--- src/rtl/ps2_rx_fifo.sv ---
// +--------------------------------------------------------------------+
// | ps2_rx_fifo : PS/2 device-to-host frame receiver with FWFT byte     |
// |               FIFO, sticky error flags and last-N-byte history.     |
// | Rev 1.0                                                             |
// +--------------------------------------------------------------------+
`default_nettype none
`timescale 1ns/1ps

module ps2_rx_fifo #(
   parameter int SYNC_STAGES    = 2,
   parameter int FIFO_DEPTH     = 8,
   parameter int HIST_BYTES     = 3,
   parameter int TIMEOUT_CYCLES = 100000
) (
   input  logic                          iCLK,
   input  logic                          iRST_N,
   input  logic                          iPS2CLK,
   input  logic                          iDATA,
   input  logic                          iREADY,
   input  logic                          iERR_CLR,
   output logic [7:0]                    oDATA,
   output logic                          oVALID,
   output logic [$clog2(FIFO_DEPTH):0]   oCOUNT,
   output logic [8*HIST_BYTES-1:0]       oHIST,
   output logic [3:0]                    oERR,
   output logic                          oBUSY
);

   localparam int c_AW = $clog2(FIFO_DEPTH);
   localparam int c_CW = c_AW + 1;
   localparam int c_TW = $clog2(TIMEOUT_CYCLES + 1);
   localparam logic [c_CW-1:0] c_DEPTH   = c_CW'(FIFO_DEPTH);
   localparam logic [c_CW-1:0] c_CNT_ONE = c_CW'(1);
   localparam logic [c_AW-1:0] c_PTR_ONE = c_AW'(1);
   localparam logic [c_TW-1:0] c_TMO_MAX = c_TW'(TIMEOUT_CYCLES);
   localparam logic [c_TW-1:0] c_TMO_ONE = c_TW'(1);

   typedef enum logic [1:0] {
      ST_IDLE   = 2'd0,
      ST_DATA   = 2'd1,
      ST_PARITY = 2'd2,
      ST_STOP   = 2'd3
   } state_t;

   logic [SYNC_STAGES-1:0] r_clk_sync;
   logic [SYNC_STAGES-1:0] r_dat_sync;
   logic                   r_clk_prev;
   logic                   w_clk_s;
   logic                   w_dat_s;
   logic                   w_fe;

   state_t                 r_state;
   state_t                 w_state_nxt;
   logic [2:0]             r_bitcnt;
   logic [7:0]             r_shift;
   logic                   r_par;
   logic [c_TW-1:0]        r_tmo;
   logic                   w_timeout;
   logic                   w_stop_fe;
   logic                   w_par_err;
   logic                   w_frm_err;
   logic                   r_push;

   logic [7:0]             r_mem [FIFO_DEPTH];
   logic [c_AW-1:0]        r_wr;
   logic [c_AW-1:0]        r_rd;
   logic [c_CW-1:0]        r_count;
   logic                   w_full;
   logic                   w_pop;
   logic                   w_wr;

   logic [3:0]             r_err;
   logic [3:0]             w_err_set;
   logic [8*HIST_BYTES-1:0] r_hist;

   // Synchronisers idle high so reset release never fakes a falling edge
   always_ff @(posedge iCLK or negedge iRST_N) begin
      if (!iRST_N) begin
         r_clk_sync <= '1;
         r_dat_sync <= '1;
         r_clk_prev <= 1'b1;
      end else begin
         r_clk_sync <= {r_clk_sync[SYNC_STAGES-2:0], iPS2CLK};
         r_dat_sync <= {r_dat_sync[SYNC_STAGES-2:0], iDATA};
         r_clk_prev <= w_clk_s;
      end
   end

   assign w_clk_s = r_clk_sync[SYNC_STAGES-1];
   assign w_dat_s = r_dat_sync[SYNC_STAGES-1];
   assign w_fe    = r_clk_prev & ~w_clk_s;

   assign w_timeout = (r_state != ST_IDLE) && (r_tmo == c_TMO_MAX);
   assign w_stop_fe = w_fe && (r_state == ST_STOP) && !w_timeout;
   assign w_par_err = ~(^{r_shift, r_par});
   assign w_frm_err = ~w_dat_s;

   always_ff @(posedge iCLK or negedge iRST_N) begin
      if (!iRST_N) begin
         r_state <= ST_IDLE;
      end else begin
         r_state <= w_state_nxt;
      end
   end

   always_comb begin
      w_state_nxt = r_state;
      if (w_timeout) begin
         w_state_nxt = ST_IDLE;
      end else if (w_fe) begin
         case (r_state)
            ST_IDLE:   if (!w_dat_s) w_state_nxt = ST_DATA;
            ST_DATA:   if (r_bitcnt == 3'd7) w_state_nxt = ST_PARITY;
            ST_PARITY: w_state_nxt = ST_STOP;
            ST_STOP:   w_state_nxt = ST_IDLE;
            default:   w_state_nxt = ST_IDLE;
         endcase
      end
   end

   // Frame datapath; r_shift stays stable through the push cycle
   always_ff @(posedge iCLK or negedge iRST_N) begin
      if (!iRST_N) begin
         r_bitcnt <= 3'd0;
         r_shift  <= 8'h00;
         r_par    <= 1'b0;
         r_tmo    <= '0;
         r_push   <= 1'b0;
      end else begin
         r_push <= w_stop_fe && !w_par_err && !w_frm_err;
         if (r_state == ST_IDLE || w_fe) begin
            r_tmo <= '0;
         end else begin
            r_tmo <= r_tmo + c_TMO_ONE;
         end
         if (w_fe && !w_timeout) begin
            case (r_state)
               ST_IDLE: r_bitcnt <= 3'd0;
               ST_DATA: begin
                  r_shift  <= {w_dat_s, r_shift[7:1]};
                  r_bitcnt <= r_bitcnt + 3'd1;
               end
               ST_PARITY: r_par <= w_dat_s;
               default: ;
            endcase
         end
      end
   end

   assign w_pop  = oVALID & iREADY;
   assign w_full = (r_count == c_DEPTH);
   assign w_wr   = r_push & (~w_full | w_pop);

   always_ff @(posedge iCLK) begin
      if (w_wr) begin
         r_mem[r_wr] <= r_shift;
      end
   end

   always_ff @(posedge iCLK or negedge iRST_N) begin
      if (!iRST_N) begin
         r_wr    <= '0;
         r_rd    <= '0;
         r_count <= '0;
      end else begin
         if (w_wr)  r_wr <= r_wr + c_PTR_ONE;
         if (w_pop) r_rd <= r_rd + c_PTR_ONE;
         case ({w_wr, w_pop})
            2'b10:   r_count <= r_count + c_CNT_ONE;
            2'b01:   r_count <= r_count - c_CNT_ONE;
            default: r_count <= r_count;
         endcase
      end
   end

   assign w_err_set = {r_push & w_full & ~w_pop,
                       w_timeout,
                       w_stop_fe & w_frm_err,
                       w_stop_fe & w_par_err};

   // Set beats clear when both land on the same bit
   always_ff @(posedge iCLK or negedge iRST_N) begin
      if (!iRST_N) begin
         r_err <= 4'h0;
      end else begin
         r_err <= (r_err & ~{4{iERR_CLR}}) | w_err_set;
      end
   end

   generate
      if (HIST_BYTES == 1) begin : g_hist_one
         always_ff @(posedge iCLK or negedge iRST_N) begin
            if (!iRST_N)     r_hist <= '0;
            else if (r_push) r_hist <= r_shift;
         end
      end else begin : g_hist_multi
         always_ff @(posedge iCLK or negedge iRST_N) begin
            if (!iRST_N)     r_hist <= '0;
            else if (r_push) r_hist <= {r_hist[8*HIST_BYTES-9:0], r_shift};
         end
      end
   endgenerate

   assign oVALID = (r_count != '0);
   assign oDATA  = oVALID ? r_mem[r_rd] : 8'h00;
   assign oCOUNT = r_count;
   assign oHIST  = r_hist;
   assign oERR   = r_err;
   assign oBUSY  = (r_state != ST_IDLE);

endmodule

`default_nettype wire

--- config.mk ---
export PLATFORM = sky130hd
export DESIGN_NAME = ps2_rx_fifo
export DESIGN_NICKNAME = d
export VERILOG_FILES = /design/src/rtl/ps2_rx_fifo.sv
export SDC_FILE = /design/constraint.sdc
export NUM_CORES = 1
export LEC_CHECK = 0
export ABC_AREA = 1
export CAP_MARGIN = 15
export CORE_UTILIZATION = 45
export DETAILED_ROUTE_END_ITERATION = 16
export GPL_TIMING_DRIVEN = 0
export PLACE_DENSITY_LB_ADDON = 0.08
export SYNTH_ARGS = -nofsm -noshare
export SYNTH_HDL_FRONTEND = slang
export SYNTH_SLANG_ARGS = --single-unit
--- constraint.sdc ---
create_clock -name iCLK -period 2.35 [get_ports iCLK]
set_clock_uncertainty 0.05 [all_clocks]
set_input_delay 0.5875 -clock iCLK [delete_from_list [all_inputs] [get_ports iCLK]]
set_output_delay 0.5875 -clock iCLK [all_outputs]
set_load 0.1 [all_outputs]
== Word-level counts from Yosys, hierarchy flattened ==
Memories as Yosys holds them, arrays and structs flattened.
Index checks and enable logic that the tools add are counted.
W data, S select, Z words.

* Equal/unequal tests: 10
* Bitwise gates (word level): 16
* $add $sub $neg: 6
* Multiply operators: 0
* Muxes and demuxes: 11
* Reductions and logical operators: 19
* $lt $le $gt $ge: 0
* Div/mod/pow operators: 0
* Shift-type cells: 0

{| class="wikitable"
|+ Operators by type and width
! operator !! count
|-
| $add A17 B1 Y17 const B || 1
|-
| $eq A17 B17 Y1 const B || 1
|-
| $mux W17 || 1
|-
| $add A3 B1 Y3 const B || 3
|-
| $reduce_xor A9 Y1 || 1
|-
| $mux W2 || 4
|-
| $mux W8 || 1
|-
| $pmux W2 S4 || 1
|-
| $pmux W4 S2 || 1
|-
| $reduce_bool A2 Y1 || 4
|-
| $and A1 B1 Y1 || 7
|-
| $eq A2 B2 Y1 const B || 3
|-
| $logic_and A1 B1 Y1 || 6
|-
| $ne A3 B3 Y1 const B || 2
|-
| $pmux W3 S2 || 1
|-
| $reduce_and A2 Y1 || 3
|-
| $not A1 Y1 || 5
|-
| $add A4 B1 Y4 const B || 1
|-
| $and A4 B4 Y4 || 1
|-
| $eq A2 B1 Y1 const B || 2
|-
| $eq A4 B4 Y1 const B || 1
|-
| $not A4 Y4 || 1
|-
| $or A4 B4 Y4 || 1
|-
| $reduce_bool A4 Y1 || 1
|-
| 8 further kinds || 9
|}

* Register bits: 75
* Memories kept: 1
* ROM bits: 0
* Bits of input ports: 6
* Word-level logic and storage cells: 77
* Latch bits: 0
* Output and inout bits: 42
* Memory bits (writable): 64

{| class="wikitable"
|+ Memories
! memory !! words !! width !! rd ports !! clocked after memory_dff !! wr ports !! RTL line !! RTL
|-
| r_mem || 8 || 8 || 1 || 0 || 1 || 64 || <nowiki>logic [7:0] r_mem [FIFO_DEPTH];</nowiki>
|}

== Logic depth before layout (Yosys ltp) ==
* Word-level depth: 6
* Gate-level depth with buffers: 16
* Depth with buffers taken out: 16

== Least setup slack after synthesis ==
No wires, ideal clock.

* Kind: register -> output
* Start point: register r_count[0] (netlist: oCOUNT[0])
* End point: output port oDATA[0]
* Path buffers: 1
* Path slack: -1.442 ns
* Arrival: 3.154 ns
* Stages on the path, launching flop included: 6
* Cells stage by stage: dfrtp_1 > nor2_1 > nand2_1 > buf_2 > o21ai_0 > nor2_1

* Word-level cells in the longest chain between the ends: 2

{| class="wikitable"
|+ RTL lines
! what !! RTL line !! RTL
|-
| from (decl) || 67 || <nowiki>logic [c_CW-1:0] r_count;</nowiki>
|-
| from (signal assigned) || 169 || <nowiki>2'b10: r_count <= r_count + c_CNT_ONE;</nowiki>
|-
| from (signal assigned) || 170 || <nowiki>2'b01: r_count <= r_count - c_CNT_ONE;</nowiki>
|-
| from (signal assigned) || 171 || <nowiki>default: r_count <= r_count;</nowiki>
|-
| $reduce_bool A4 Y1 || 204 || <nowiki>assign oVALID = (r_count != '0);</nowiki>
|-
| via oVALID || 22 || <nowiki>output logic oVALID,</nowiki>
|-
| $mux W8 || 205 || <nowiki>assign oDATA = oVALID ? r_mem[r_rd] : 8'h00;</nowiki>
|-
| to (decl) || 21 || <nowiki>output logic [7:0] oDATA,</nowiki>
|}

The timed path passes the listed nets, and every way through them passes these cells.

== Worst setup path after layout ==
* Start point: register r_rd[0]
* End point: output port oDATA[3]

* Word-level cells in the longest chain between the ends: 2

{| class="wikitable"
|+ RTL lines
! what !! RTL line !! RTL
|-
| from (decl) || 66 || <nowiki>logic [c_AW-1:0] r_rd;</nowiki>
|-
| from (signal assigned) || 167 || <nowiki>if (w_pop) r_rd <= r_rd + c_PTR_ONE;</nowiki>
|-
| $mem_v2 Z8 W8 || - ||
|-
| $mux W8 || 205 ||
|}

Every way passes these cells.

==> results by stage <==
Run status:
- The run finished, with violations left.
- The final reports fail on setup timing.

STA:
- The post-route worst setup slack is -133 ps.
- The worst slew margin relative to its limit is 0.357.
- Setup violations remaining at the end of the flow were counted as 8.
- The number of pins with negative max-slew slack in the final report is 0.
- Static timing analysis puts the maximum clock frequency at 403 MHz.
- For the pin with the worst max-slew slack, the measured transition is 968 ps.
- The worst hold slack is 72.4 ps.
- The minimum clock period after layout is 2480 ps.
- Setup repair after global routing could not meet its margin everywhere.
- The final count of hold timing violations is 0.
- The final critical-path share of the clock period is 1.06.

CTS:
- The CTS tree is done.
- The maximum buffer depth of the clock tree is 2.
- The clock transition time at the flip-flop clock pins of the worst setup and hold paths is 60 ps.
- The tree is rooted in a clkbuf_16.
- The CTS sink count is 139.
- The H-tree was split into 4 levels.
- The clock insertion delay at the later pin of the skew report is 410 ps.
- The number of clock buffers added by TritonCTS is 17.

Synth:
- The number of synthesized flops with an enable pin is 64.
- Of all flip-flops after synthesis, the portion carrying an async set or reset was 0.540.
- The simple logic cell fraction of the synthesized area is 0.186.
- The count of mapped cells out of synthesis is 613.
- The cell area after synthesis is 6130 um^2.
- The number of distinct library cells after synthesis is 36.
- Measured against the total synthesized area, the mux share comes to 0.0131.
- The net count after synthesis is 630.
- The flip-flop and latch count after synthesis is 139.
- The Yosys step of the flow raised 0 warnings.
- The largest family of logic cells by synthesized area is simple AND/OR/NAND/NOR gates.
- The sequential-to-total area share from yosys stat is 0.621.
- The adder and majority gate portion of the synthesized area is 0.0225.
- Of the total synthesized cell area, the portion taken by XOR and XNOR cells is 0.0114.
- Among all flip-flop cells after synthesis, the most frequent one is dfrtp_1.
- The synthesized-area fraction occupied by ao, oa, aoi and oai cells came to 0.0908.
- The mean area per synthesized cell is 10.0 um^2.

Power:
- The switching power total is 4.66 mW.
- Of the total power, the share spent switching nets is 0.410.
- The share of total power dissipated in the clock network is 0.259.
- The leakage power of the design is 3.44 nW.
- The worst-case vdd ir drop is 0.608 mV.
- The power per cell area is 1420 nW/um^2.
- The combinational group share of total power is 0.452.
- Cell internal power was estimated by the tool at 6.72 mW.
- The relative contribution of sequential cells to total power is 0.288.

Route:
- The number of remaining DRC errors is 0.
- After detailed routing, the total wire length is 13,000 um.
- After detailed routing, the average wire length per cell comes to 14.8 um.
- After the first detailed-routing iteration, the DRC count stood at 241.
- The remaining number of nets flagged by the antenna check after routing is 0.
- The average vias per placed instance is 5.01.
- The detailed router placed 4,407 vias in this run.
- The total iterations of the first detailed-routing run is 4.

Setup path:
- Walking the worst path, the cells encountered are buf_12, inv_12, buf_16, nor2_1, o21ai_1, o21ai_2, nor2_4, buf_12.
- STA puts the critical path data arrival time at 1850 ps.
- The worst setup path is launched from a register.
- The delay of the slowest cell on the worst path is 430 ps.
- The largest fanout on the critical path is 6.
- The sort of element at the end of the critical path is an output port.
- The endpoint required time on the critical path is 1710 ps.
- The most prevalent standard cell on the critical path is buf_12.
- The standard cell with the maximum stage delay on the critical path is dfrtp_2.
- The path type of the worst setup path is reg -> out.

Floorplanning:
- After floorplanning, the core was divided into 42 placement rows.
- The die outline area is 14,100 um^2.
- The initial cell density of the core is 0.463.
- From bottom edge to top edge, the die measures 119 um.
- Measured along the x axis, the die boundary spans 119 um.
- The I/O pin count is 48.
- The placeable core region is 13,200 um^2.

Global routing:
- Across every metal layer, demand over resource in global routing totals 0.200.
- The number of antenna violations at the first check in global routing came to 0.
- The number of global-route vias before repair is 4,402.
- The largest net degree at the start of global routing is 42.
- The leftover overflow at the end of global routing is 0.
- The wire length of the first global-routing pass is 21,700 um.

Layout:
- The number of antenna diodes in the final layout is 0.
- The post-layout net count is 707.
- The proportion of layout cells with a drive suffix above 1 is 0.230.
- The number of fill cells is 1,141.
- The final cell count without fillers is 879.
- The area added between synthesis and finish is 30.6%.

Placed design:
- Buffers placed on the I/O ports in this run total 47.
- In this run, placement finished with an instance count of 837.
- Prior to clock tree synthesis, the placed netlist has a worst setup slack of -902 ps.
- The wire-length estimate of the detail-placed layout is 8830 um.
- At the end of routability-driven placement, the weighted congestion stood at 0.822.

Run:
- The count of max-cap constraint violations is 0.

Hold path:
- The path class of the tightest hold or removal check is in -> async.
==> cell families after synthesis <==
group,Yosys count
flip-flops,139
multiplexers,8
AND/OR/NAND/NOR,263
adder cells (fa/ha/maj),11
AO/OA/AOI/OAI,101
XOR/XNOR,8
buffers and inverters,83
==> through the flow <==
stage	TNS, ps	utilization	power [mW]	cell area, um^2
after floorplan	0	-	6.36	6220
after global placement	-182900	0.522	7.30	6910
after detailed placement	-36050	0.523	7.37	6930
after CTS	-1040	0.599	11.3	7940
after global routing	-1410	0.605	11.9	8010
final	-937	0.605	11.4	8010
==> cell usage in the layout (no fill, tap or decap), drive strengths merged, types with 4 or more instances in the layout <==
| master | n |
|---|---|
| nand2 | 134 |
| xor2 | 7 |
| nor3 | 7 |
| nor2 | 96 |
| nand4 | 5 |
| a21oi | 7 |
| nand3 | 20 |
| mux2i | 8 |
| clkinvlp | 4 |
| bufinv | 6 |
| buf | 34 |
| clkdlybuf4s50 | 4 |
| dlygate4sd2 | 27 |
| inv | 64 |
| dfrtp | 70 |
| o22ai | 8 |
| clkbuf | 28 |
| o21ai | 82 |
| clkinv | 5 |
| dfstp | 5 |
| edfxtp | 64 |
| ha | 11 |
==> state kept, by name, indices dropped and copies added (netlist names) <==
| register | flops |
|---|---|
| r_mem | 64 |
| oHIST | 24 |
| r_tmo | 17 |
| r_shift | 8 |
| oCOUNT | 4 |
| oERR | 4 |
| r_bitcnt | 3 |
| r_rd | 3 |
| r_wr | 3 |
| r_clk_sync | 2 |
| r_dat_sync | 2 |
| r_state | 2 |
| r_clk_prev | 1 |
| r_par | 1 |
| r_push | 1 |
==> final timing paths <==
path | slack, ps | from | cells past startpoint | to
max | -130 | r_rd[0] | 8 | oDATA[3]
min | 70 | iRST_N | 1 | r_tmo[9]
max reg2reg | 350 | oCOUNT[3] | 4 | r_mem[4][6]
min reg2reg | 300 | r_clk_sync[0] | 0 | r_clk_sync[1]
max in group asynchronous | 1610 | iRST_N | 2 | r_shift[4]
min in group iCLK | 300 | r_clk_sync[0] | 0 | r_clk_sync[1]
==> what timing repair did <==
item / CTS / global route
cloned: 4 / 0
resized for setup: 194 / 37
setup buffers: 8 / 0
hold buffers: 0 / 0
pin swaps: 22 / 24
setup endpoints to repair: 81 / 37
==> cell type report <==
cell class	instances	area [um^2]	area share
plain buffers	15	169	0.0211
clock inverters	13	223	0.0278
multi-input cells	391	2180	0.272
clock buffers	19	433	0.0541
flip-flops and latches	139	3820	0.478
inverters	66	264	0.0330
well taps	176	220	0.0275
repair buffers	60	693	0.0866
==> Yosys cell counts, types with 7 or more instances <==
master / n / area, um^2
nand2_1: 126 / 473
nor2_1: 88 / 330
o21ai_0: 71 / 355
dfrtp_1: 70 / 1750
edfxtp_1: 64 / 1920
inv_1: 60 / 225
nand3_1: 17 / 85.1
ha_1: 11 / 138
buf_2: 8 / 40.0
mux2i_1: 8 / 80.1
nand2_2: 8 / 50.1
o21ai_2: 8 / 70.1
o22ai_1: 8 / 50.1
a21oi_1: 7 / 35.0
xor2_1: 7 / 61.3
==> critical path, delay by kind of cell, from the launching register on <==
family,cells,cell delay (ps)
AND/OR/NAND/NOR,2,170
flip-flops,1,430
AO/OA/AOI/OAI,2,280
buffers and inverters,4,540
==> power groups by stage <==
| stage | registers, mW | logic (mW) | clock network [mW] |
|---|---|---|---|
| floorplan | 3.64 | 2.73 | 0 |
| global placement | 3.26 | 4.04 | 0 |
| detailed placement | 3.28 | 4.09 | 0 |
| CTS | 3.28 | 5.04 | 3.00 |
| global route | 3.33 | 5.45 | 3.09 |
| finish | 3.28 | 5.15 | 2.95 |
==> routing by layer <==
metal / routed length, um / global-route usage / vias to the layer above
li1: - / - / 2181
met1: 5790 / 0.248 / 2123
met2: 6580 / 0.339 / 88
met3: 477 / 0.0430 / 15
met4: 193 / 0.0839 / 0
met5: 0 / 0 / -
(Power assumes the default switching activity.)
